### src/rtl/bru_pkg.sv
// bru_pkg: shared types and constants for the branch resolve unit.
package bru_pkg;
    localparam int ADDR_W      = 64;
    localparam int INSTR_BYTES = 4;

    typedef enum logic {RUN, FLUSH} bru_state_t;

    // Fields are sized for the widest supported address; narrower units zero-extend.
    typedef struct packed {
        logic [ADDR_W-1:0] pc;
        logic              hit;
        logic [ADDR_W-1:0] target;
    } pred_entry_t;
endpackage

### src/rtl/branch_resolve_unit_pred_queue.sv
// pred_queue: in-order FIFO of in-flight predictions with push/pop/clear.
module pred_queue
    import bru_pkg::*;
#(
    parameter int DEPTH_LOG2 = 2
) (
    input  logic        clk,
    input  logic        reset,
    input  logic        push,
    input  logic        pop,
    input  logic        clear,
    input  pred_entry_t push_data,
    output pred_entry_t head,
    output logic        full,
    output logic        empty
);
    localparam int DEPTH = 1 << DEPTH_LOG2;
    localparam logic [DEPTH_LOG2:0] PTR_ONE = {{DEPTH_LOG2{1'b0}}, 1'b1};

    logic [DEPTH_LOG2:0] wr_ptr_q, wr_ptr_d, rd_ptr_q, rd_ptr_d;
    logic                do_push, do_pop;
    pred_entry_t         mem_q [DEPTH];

    // Extra pointer MSB separates full from empty when the index bits match.
    assign empty = wr_ptr_q == rd_ptr_q;
    assign full  = (wr_ptr_q[DEPTH_LOG2] != rd_ptr_q[DEPTH_LOG2]) &&
                   (wr_ptr_q[DEPTH_LOG2-1:0] == rd_ptr_q[DEPTH_LOG2-1:0]);
    assign head  = mem_q[rd_ptr_q[DEPTH_LOG2-1:0]];

    always_comb begin
        do_push  = push && !full && !clear;
        do_pop   = pop && !empty && !clear;
        wr_ptr_d = clear ? '0 : do_push ? wr_ptr_q + PTR_ONE : wr_ptr_q;
        rd_ptr_d = clear ? '0 : do_pop ? rd_ptr_q + PTR_ONE : rd_ptr_q;
    end

    always_ff @(posedge clk or posedge reset) begin
        if (reset) begin
            wr_ptr_q <= '0;
            rd_ptr_q <= '0;
        end else begin
            wr_ptr_q <= wr_ptr_d;
            rd_ptr_q <= rd_ptr_d;
        end
    end

    always_ff @(posedge clk) begin
        if (do_push) mem_q[wr_ptr_q[DEPTH_LOG2-1:0]] <= push_data;
    end
endmodule

### src/rtl/branch_resolve_unit.sv
// branch_resolve_unit: pairs IF predictions with EX outcomes, drives BTB updates and mispredict redirects.
// Define BRU_PERF_CNT_EN to add saturating branch/mispredict counters.
module branch_resolve_unit
    import bru_pkg::*;
#(
    parameter int ADDR_WIDTH = ADDR_W,
    parameter int DEPTH_LOG2 = 2
`ifdef BRU_PERF_CNT_EN
    ,
    parameter int CNT_WIDTH  = 32
`endif
) (
    input  logic                  clk,
    input  logic                  reset,
    input  logic                  pred_valid,
    input  logic [ADDR_WIDTH-1:0] pred_pc,
    input  logic                  pred_hit,
    input  logic [ADDR_WIDTH-1:0] pred_target,
    output logic                  pred_ready,
    input  logic                  res_valid,
    input  logic                  res_is_branch,
    input  logic                  res_taken,
    input  logic [ADDR_WIDTH-1:0] res_target,
    output logic [ADDR_WIDTH-1:0] pc_ex,
    output logic                  branch_taken_ex,
    output logic [ADDR_WIDTH-1:0] target_addr_ex,
    output logic                  redirect_valid,
    output logic [ADDR_WIDTH-1:0] redirect_pc,
    output logic                  flush
`ifdef BRU_PERF_CNT_EN
    ,
    output logic [CNT_WIDTH-1:0]  branch_count,
    output logic [CNT_WIDTH-1:0]  mispredict_count
`endif
);
    localparam logic [ADDR_WIDTH-1:0] STEP = ADDR_WIDTH'(INSTR_BYTES);

    bru_state_t            state_q, state_d;
    pred_entry_t           head, push_entry;
    logic                  full, empty, push, resolve, taken, mispredict;
    logic [ADDR_WIDTH-1:0] head_pc, head_target, actual_next, pred_next;
    logic                  branch_taken_ex_q, branch_taken_ex_d;
    logic [ADDR_WIDTH-1:0] pc_ex_q, pc_ex_d, target_addr_ex_q, target_addr_ex_d;
    logic [ADDR_WIDTH-1:0] redirect_pc_q, redirect_pc_d;

    assign pred_ready = !full && state_q == RUN;
    assign push       = pred_valid && pred_ready;
    assign push_entry = '{pc: ADDR_W'(pred_pc), hit: pred_hit, target: ADDR_W'(pred_target)};

    pred_queue #(.DEPTH_LOG2(DEPTH_LOG2)) u_queue (
        .clk       (clk),
        .reset     (reset),
        .push      (push),
        .pop       (resolve),
        .clear     (mispredict),
        .push_data (push_entry),
        .head      (head),
        .full      (full),
        .empty     (empty)
    );

    always_comb begin
        head_pc           = head.pc[ADDR_WIDTH-1:0];
        head_target       = head.target[ADDR_WIDTH-1:0];
        taken             = res_is_branch && res_taken;
        resolve           = res_valid && !empty && state_q == RUN;
        actual_next       = taken ? res_target : head_pc + STEP;
        pred_next         = head.hit ? head_target : head_pc + STEP;
        mispredict        = resolve && actual_next != pred_next;
        state_d           = mispredict ? FLUSH : RUN;
        branch_taken_ex_d = resolve && taken;
        pc_ex_d           = branch_taken_ex_d ? head_pc : pc_ex_q;
        target_addr_ex_d  = branch_taken_ex_d ? res_target : target_addr_ex_q;
        redirect_pc_d     = mispredict ? actual_next : redirect_pc_q;
    end

    always_ff @(posedge clk or posedge reset) begin
        if (reset) begin
            state_q           <= RUN;
            branch_taken_ex_q <= 1'b0;
            pc_ex_q           <= '0;
            target_addr_ex_q  <= '0;
            redirect_pc_q     <= '0;
        end else begin
            state_q           <= state_d;
            branch_taken_ex_q <= branch_taken_ex_d;
            pc_ex_q           <= pc_ex_d;
            target_addr_ex_q  <= target_addr_ex_d;
            redirect_pc_q     <= redirect_pc_d;
        end
    end

    assign branch_taken_ex = branch_taken_ex_q;
    assign pc_ex           = pc_ex_q;
    assign target_addr_ex  = target_addr_ex_q;
    assign redirect_pc     = redirect_pc_q;
    assign redirect_valid  = state_q == FLUSH;
    assign flush           = state_q == FLUSH;

`ifdef BRU_PERF_CNT_EN
    logic [CNT_WIDTH-1:0] branch_count_q, branch_count_d, mispredict_count_q, mispredict_count_d;

    always_comb begin
        branch_count_d     = (resolve && res_is_branch && !(&branch_count_q)) ?
                             branch_count_q + CNT_WIDTH'(1) : branch_count_q;
        mispredict_count_d = (mispredict && !(&mispredict_count_q)) ?
                             mispredict_count_q + CNT_WIDTH'(1) : mispredict_count_q;
    end

    always_ff @(posedge clk or posedge reset) begin
        if (reset) begin
            branch_count_q     <= '0;
            mispredict_count_q <= '0;
        end else begin
            branch_count_q     <= branch_count_d;
            mispredict_count_q <= mispredict_count_d;
        end
    end

    assign branch_count     = branch_count_q;
    assign mispredict_count = mispredict_count_q;
`endif

    // A resolve with nothing in flight means the pipeline lost track of an instruction.
    always @(posedge clk) begin
        if (!reset && state_q == RUN && res_valid)
            assert (!empty) else $warning("res_valid with empty prediction queue ignored");
    end
endmodule

### config.mk
export PLATFORM = sky130hd
export DESIGN_NAME = branch_resolve_unit
export DESIGN_NICKNAME = d
export VERILOG_FILES = /design/src/rtl/bru_pkg.sv /design/src/rtl/branch_resolve_unit_pred_queue.sv /design/src/rtl/branch_resolve_unit.sv
export SDC_FILE = /design/constraint.sdc
export NUM_CORES = 1
export LEC_CHECK = 0
export ABC_CLOCK_PERIOD_IN_PS = 15090
export BUFFER_PORTS_ARGS = -buffer_cell sky130_fd_sc_hd__buf_2
export CAP_MARGIN = 0
export CORE_UTILIZATION = 50
export DETAILED_ROUTE_END_ITERATION = 8
export PLACE_DENSITY = 0.7
export SYNTH_ARGS = -nofsm -noshare
export SYNTH_HDL_FRONTEND = slang
export SYNTH_SLANG_ARGS = --single-unit
export TNS_END_PERCENT = 30
### constraint.sdc
create_clock -name clk -period 15.09 [get_ports clk]
set_input_delay 3.018 -clock clk [delete_from_list [all_inputs] [get_ports clk]]
set_output_delay 3.018 -clock clk [all_outputs]
set_load 0.01 [all_outputs]
==> After elaboration in Yosys (flattened, before gate mapping) <==
Memory sizes are Yosys's and may differ from the RTL's.
Index checks and enable logic that the tools add are counted.
{ "word_totals": {"reg_bits": 200, "ramBits": 516, "in_bits": 199, "output_inout_bits": 196, "elab_cells": 42, "n_memories": 1} }
{ "memory_table": {"columns": ["name", "words", "width", "read_ports", "rd_ports_with_merged_regs", "write_ports", "line_no", "text"], "rows": [
  ["u_queue.mem_q", 4, 129, 1, 0, 1, "branch_resolve_unit_pred_queue.sv:22", "pred_entry_t mem_q [DEPTH];"]
]} }
{ "op_classes": {"add_sub_neg": 3, "eq_ne": 4, "muxes": 9, "n_bitwise": 1, "reduce_logical": 17} }
{ "op_table": {"columns": ["op", "n"], "rows": [
  ["$mux 64", 2],
  ["$add 64x3->64 const B", 1],
  ["$ne 64x64->1", 1],
  ["$logic_and 1x1->1", 12],
  ["$mux 3", 4],
  ["$add 3x1->3 const B", 2],
  ["$reduce_bool 2->1", 2],
  ["$eq 3x3->1", 1],
  ["$logic_not 1->1", 3],
  ["$mux 1", 3],
  ["$eq 2x2->1", 1],
  ["$ne 1x1->1", 1],
  ["$not 1->1", 1]
]} }

==> Logic depth before layout (Yosys ltp) <==
{ "logic_depth": {"ltp_word": 9, "ltp_mapped": 23, "ltp_nobuf": 14} }

==> Modules after synthesis <==
From an unflattened synthesis, not the netlist that was laid out.
{ "hier_totals": {"hier_cells": 2431, "hier_area_um2": 32897.8} }
{ "by_module_without_submodules": {"columns": ["mod", "n_inst", "cells_each", "area_per_inst_um2", "seq_area_each_um2"], "rows": [
  ["pred_queue", 1, 738, 19123.3, 15645.0],
  ["branch_resolve_unit", 1, 1693, 13774.5, 4854.7]
]} }

==> Worst setup path after synthesis <==
OpenSTA, ideal clock, no wires.
{ "synth_path": {"path_type": "input -> register", "from": "in res_is_branch", "to": "mem u_queue.mem_q[3][0] (netlist bit), enable pin", "setup_ps": 634, "arrival_time_ps": 11797, "required_time_ps": 14456, "setup_slack_ps": 2659, "stages": 14, "path_buffers": 2, "cell_sequence": "nand2_1 nand2_1 or3_1 o311ai_0 a211oi_1 nand4_1 or4_1 nor4_1 nand4_1 or4_1 buf_2 o21ai_4 buf_6 nor2b_1"} }
{ "synth_via": {"elab_chain_len": 8} }
{ "synth_lines": {"columns": ["element", "line_no", "text"], "rows": [
  ["from (decl)", "branch_resolve_unit.sv:21", "input logic res_is_branch,"],
  ["$logic_and 1x1->1", "branch_resolve_unit.sv:65", "taken = res_is_branch && res_taken;"],
  ["$mux 64", "branch_resolve_unit.sv:67", "actual_next = taken ? res_target : head_pc + STEP;"],
  ["$ne 64x64->1", "branch_resolve_unit.sv:69", "mispredict = resolve && actual_next != pred_next;"],
  ["$logic_and 1x1->1", "branch_resolve_unit.sv:69", null],
  ["$logic_not 1->1", "branch_resolve_unit_pred_queue.sv:31", "do_push = push && !full && !clear;"],
  ["$logic_and 1x1->1", "branch_resolve_unit_pred_queue.sv:31", null],
  ["$mux 1", "branch_resolve_unit_pred_queue.sv:48", "if (do_push) mem_q[wr_ptr_q[DEPTH_LOG2-1:0]] <= push_data;"],
  ["$mux 1 (implied by the code)", "branch_resolve_unit_pred_queue.sv:48", null],
  ["to (decl)", "branch_resolve_unit_pred_queue.sv:22", null]
]} }
No other way between the ends.

==> impl_metrics.toml <==
[critical_path]
required_ns = 15.32
cp_max_fo = 95
max_stage_delay_ns = 0.92
worstSetupPathType = "reg2reg"
cp.arrival_ns = 9.13
crit_slowest_cell = "o21ai_4"
endpoint_kind = "flip-flop"
path_cells = "buf_12, mux4_2, ha_1, nor2b_1, a2bb2oi_1, or4b_2, nor3_2, xnor2_1, mux2i_1, a2111oi_0, nor4bb_1, nand4_1, or4_1, o21ai_4, nor2b_4, buf_4"
cp-start-kind = "flip-flop"

[detailed_routing]
vias_per_cell = 6.12
drt_drc_violations_left = 0
drt-wirelength-per-cell_um = 28.6
wl_um = 106000
vias = 22700
drtPass1Iterations = 8
ant_nets = 0
initialDrtViolationCount = 2744

[pwr]
power.switching_mw = 2.09
comb_power_share_pct = 27.6
pwr-share-clk_pct = 29.4
swShare_pct = 32.0
seqPwrFrac_pct = 43.0
p_leak_nw = 14.6
p_per_area_nw_per_um2 = 171
ir_drop_mv = 0.147
power.internal_mw = 4.45

[logic_synthesis]
async_flop_share_pct = 27.9
yosys.area.top_type = "edfxtp_1"
synth_top_area_share_pct = 46.7
synth_area_um2 = 33200
ys_warn_count = 0
synthTopCellsByArea = "edfxtp_1, dfrtp_1, mux4_2"
synth_top_cells_by_count = "edfxtp_1, nand2_1, dfrtp_1"
ys.flop_type = "edfxtp_1"
syn_inst = 2420
synth_nets = 2625
yosysMostFrequentCell = "edfxtp_1"
ys_types = 88
yosysSeqAreaShare_pct = 61.7
syn_area_per_cell_um2 = 13.7
ys_seq_elements = 716
synth-edff-count = 516

[timing]
slew_headroom_pct = 13.7
period_share_pct = 59.0
hold_viol = 0
final.min_clock_period_ns = 8.90
slew_violations = 0
rsz0062_at_grt = "no"
max_freq_mhz = 112
setup_viol = 0
setup_tns_ns = 0
worstMarginPinSlew_ns = 1.28
fin_worst_skew_ns = 0.0222

[die]
coreArea_um2 = 65700
boundaryPins = 395
die-area_um2 = 67400
die_h_um = 260
dieWidth_um = 260
rows = 94
initial_core_util_pct = 50.5

[grt]
grt_max_degree = 96
antenna_found_initial = 21
grt_pass1_vias = 21700
grt_overflow_total = 0
grt_pass1_wl_um = 151000
grtUsageTotal_pct = 31.3

[clock_network]
cts_root_buffer = "clkbuf_16"
clkSlewWorstSetupHoldPaths_ns = 0.06
numCtsBuffers = 74
cts.path.max_buffers = 3
post_cts_buffers = 0
hold_buffers = 0
tritoncts = "yes"
worstSkewPairLatency_ns = 0.62
cts_resized = 0
h-tree-depth = 3
clock_sinks = 716

[cells_and_area]
multiInputGateArea_um2 = 11800
drive_above_1_share_pct = 27.0
fill_cells = 5094
seqCellArea_um2 = 20500
nets = 2981
syn_to_final_growth_pct = 15.1
layout.cells.non_filler = 3707

[placement]
io_buffer_count = 394
dp.cells = 3564
hpwl_um = 78000
gp_congestion = 1.01

[status]
outcome = "finished, final reports clean"

[flow_run]
maxCapViolCount = 0

[worst_hold_path]
min_path_type = "reg2reg"
## final timing paths
check	startpoint	to	slack, ns	cells past startpoint
setup / recovery	u_queue.rd_ptr_q[0]	u_queue.mem_q[3][87]	6.19	16
hold / removal	target_addr_ex[40]	target_addr_ex[40]	0.47	2
setup reg to reg	u_queue.rd_ptr_q[0]	u_queue.mem_q[3][87]	6.19	16
hold reg to reg	target_addr_ex[40]	target_addr_ex[40]	0.47	2
max in group asynchronous	reset	pc_ex[14]	10.55	4
min in group asynchronous	reset	target_addr_ex[19]	2.45	2
## state kept, by name, summed over array words and instances (netlist names)
name and cells:
branch_taken_ex 1, flush 1, pc_ex 64, target_addr_ex 64, u_queue.wr_ptr_q 3, u_queue.mem_q 516, redirect_pc 64, u_queue.rd_ptr_q 3
## power by group through the flow
| stage | clock network (mW) | logic, mW | registers [mW] |
|---|---|---|---|
| CTS | 1.95 | 1.79 | 2.81 |
| floorplan | 0 | 0.974 | 2.95 |
| detailed placement | 0 | 1.78 | 2.84 |
| finish | 1.92 | 1.80 | 2.81 |
| global route | 2.02 | 1.92 | 2.85 |
| global placement | 0 | 1.76 | 2.82 |
## cell families after synthesis
group                    Yosys count  synth area share [%]
AO/OA/AOI/OAI                    239                  4.64
XOR/XNOR                         193                  5.42
adder cells (fa/ha/maj)            6                 0.226
buffers and inverters            158                  2.92
flip-flops                       716                  61.7
multiplexers                     217                  12.4
AND/OR/NAND/NOR                  891                  12.7
## per-layer routing
| layer | vias up | part of all wire [%] | global-route usage, % |
|---|---|---|---|
| li1 | 9745 | - | - |
| met1 | 11300 | 41 | 44.0 |
| met2 | 1397 | 47 | 49.6 |
| met3 | 189 | 9.2 | 5.70 |
| met4 | 10 | 2.9 | 9.92 |
| met5 | - | 0.057 | 0 |
## stage by stage
stage / utilization [%] / hold slack (ns) / setup slack, ns / instance area, µm² / power (mW)
detailed placement: 54.2 / 0.457 / 5.87 / 35600 / 4.62
CTS: 58.1 / 0.472 / 6.15 / 38200 / 6.55
global placement: 54.2 / 0.452 / 5.87 / 35600 / 4.57
finish: 58.1 / 0.470 / 6.19 / 38200 / 6.53
global route: 58.1 / 0.487 / 5.67 / 38200 / 6.79
floorplan: - / 0.509 / 2.66 / 33200 / 3.92
## area by class of cell
cell class / count / area share, %
Antenna cell: 5 / 0.0327
Sequential cell: 716 / 53.6
Clock inverter: 42 / 1.35
Inverter: 19 / 0.213
Timing Repair Buffer: 419 / 5.68
Multi-Input combinational cell: 1546 / 30.8
Tap cell: 864 / 2.83
Clock buffer: 96 / 5.47
## layout by cell type (no fill, tap or decap), types with 15 or more instances in the layout
master / n
and2_1: 15
and4_1: 23
nor2_1: 74
mux2_4: 60
dfrtp_1: 198
o21ai_0: 84
buf_4: 24
nor4_1: 27
edfxtp_1: 516
buf_2: 394
nand4_1: 49
a21oi_1: 45
xor2_1: 70
xnor2_1: 115
nand2_1: 510
mux4_2: 118
nor3_1: 46
clkbuf_16: 78
mux2i_1: 24
inv_1: 17
nand3_1: 43
and3_1: 18
## critical path: cells and delay by family (launching register included)
kind / cells / cell delay [ns]
AO/OA/AOI/OAI: 3 / 1.85
adder cells (fa/ha/maj): 1 / 0.28
flip-flops: 1 / 0.89
buffers and inverters: 2 / 1.38
XOR/XNOR: 1 / 0.42
AND/OR/NAND/NOR: 7 / 2.56
multiplexers: 2 / 0.83
(Power assumes the default switching activity.)
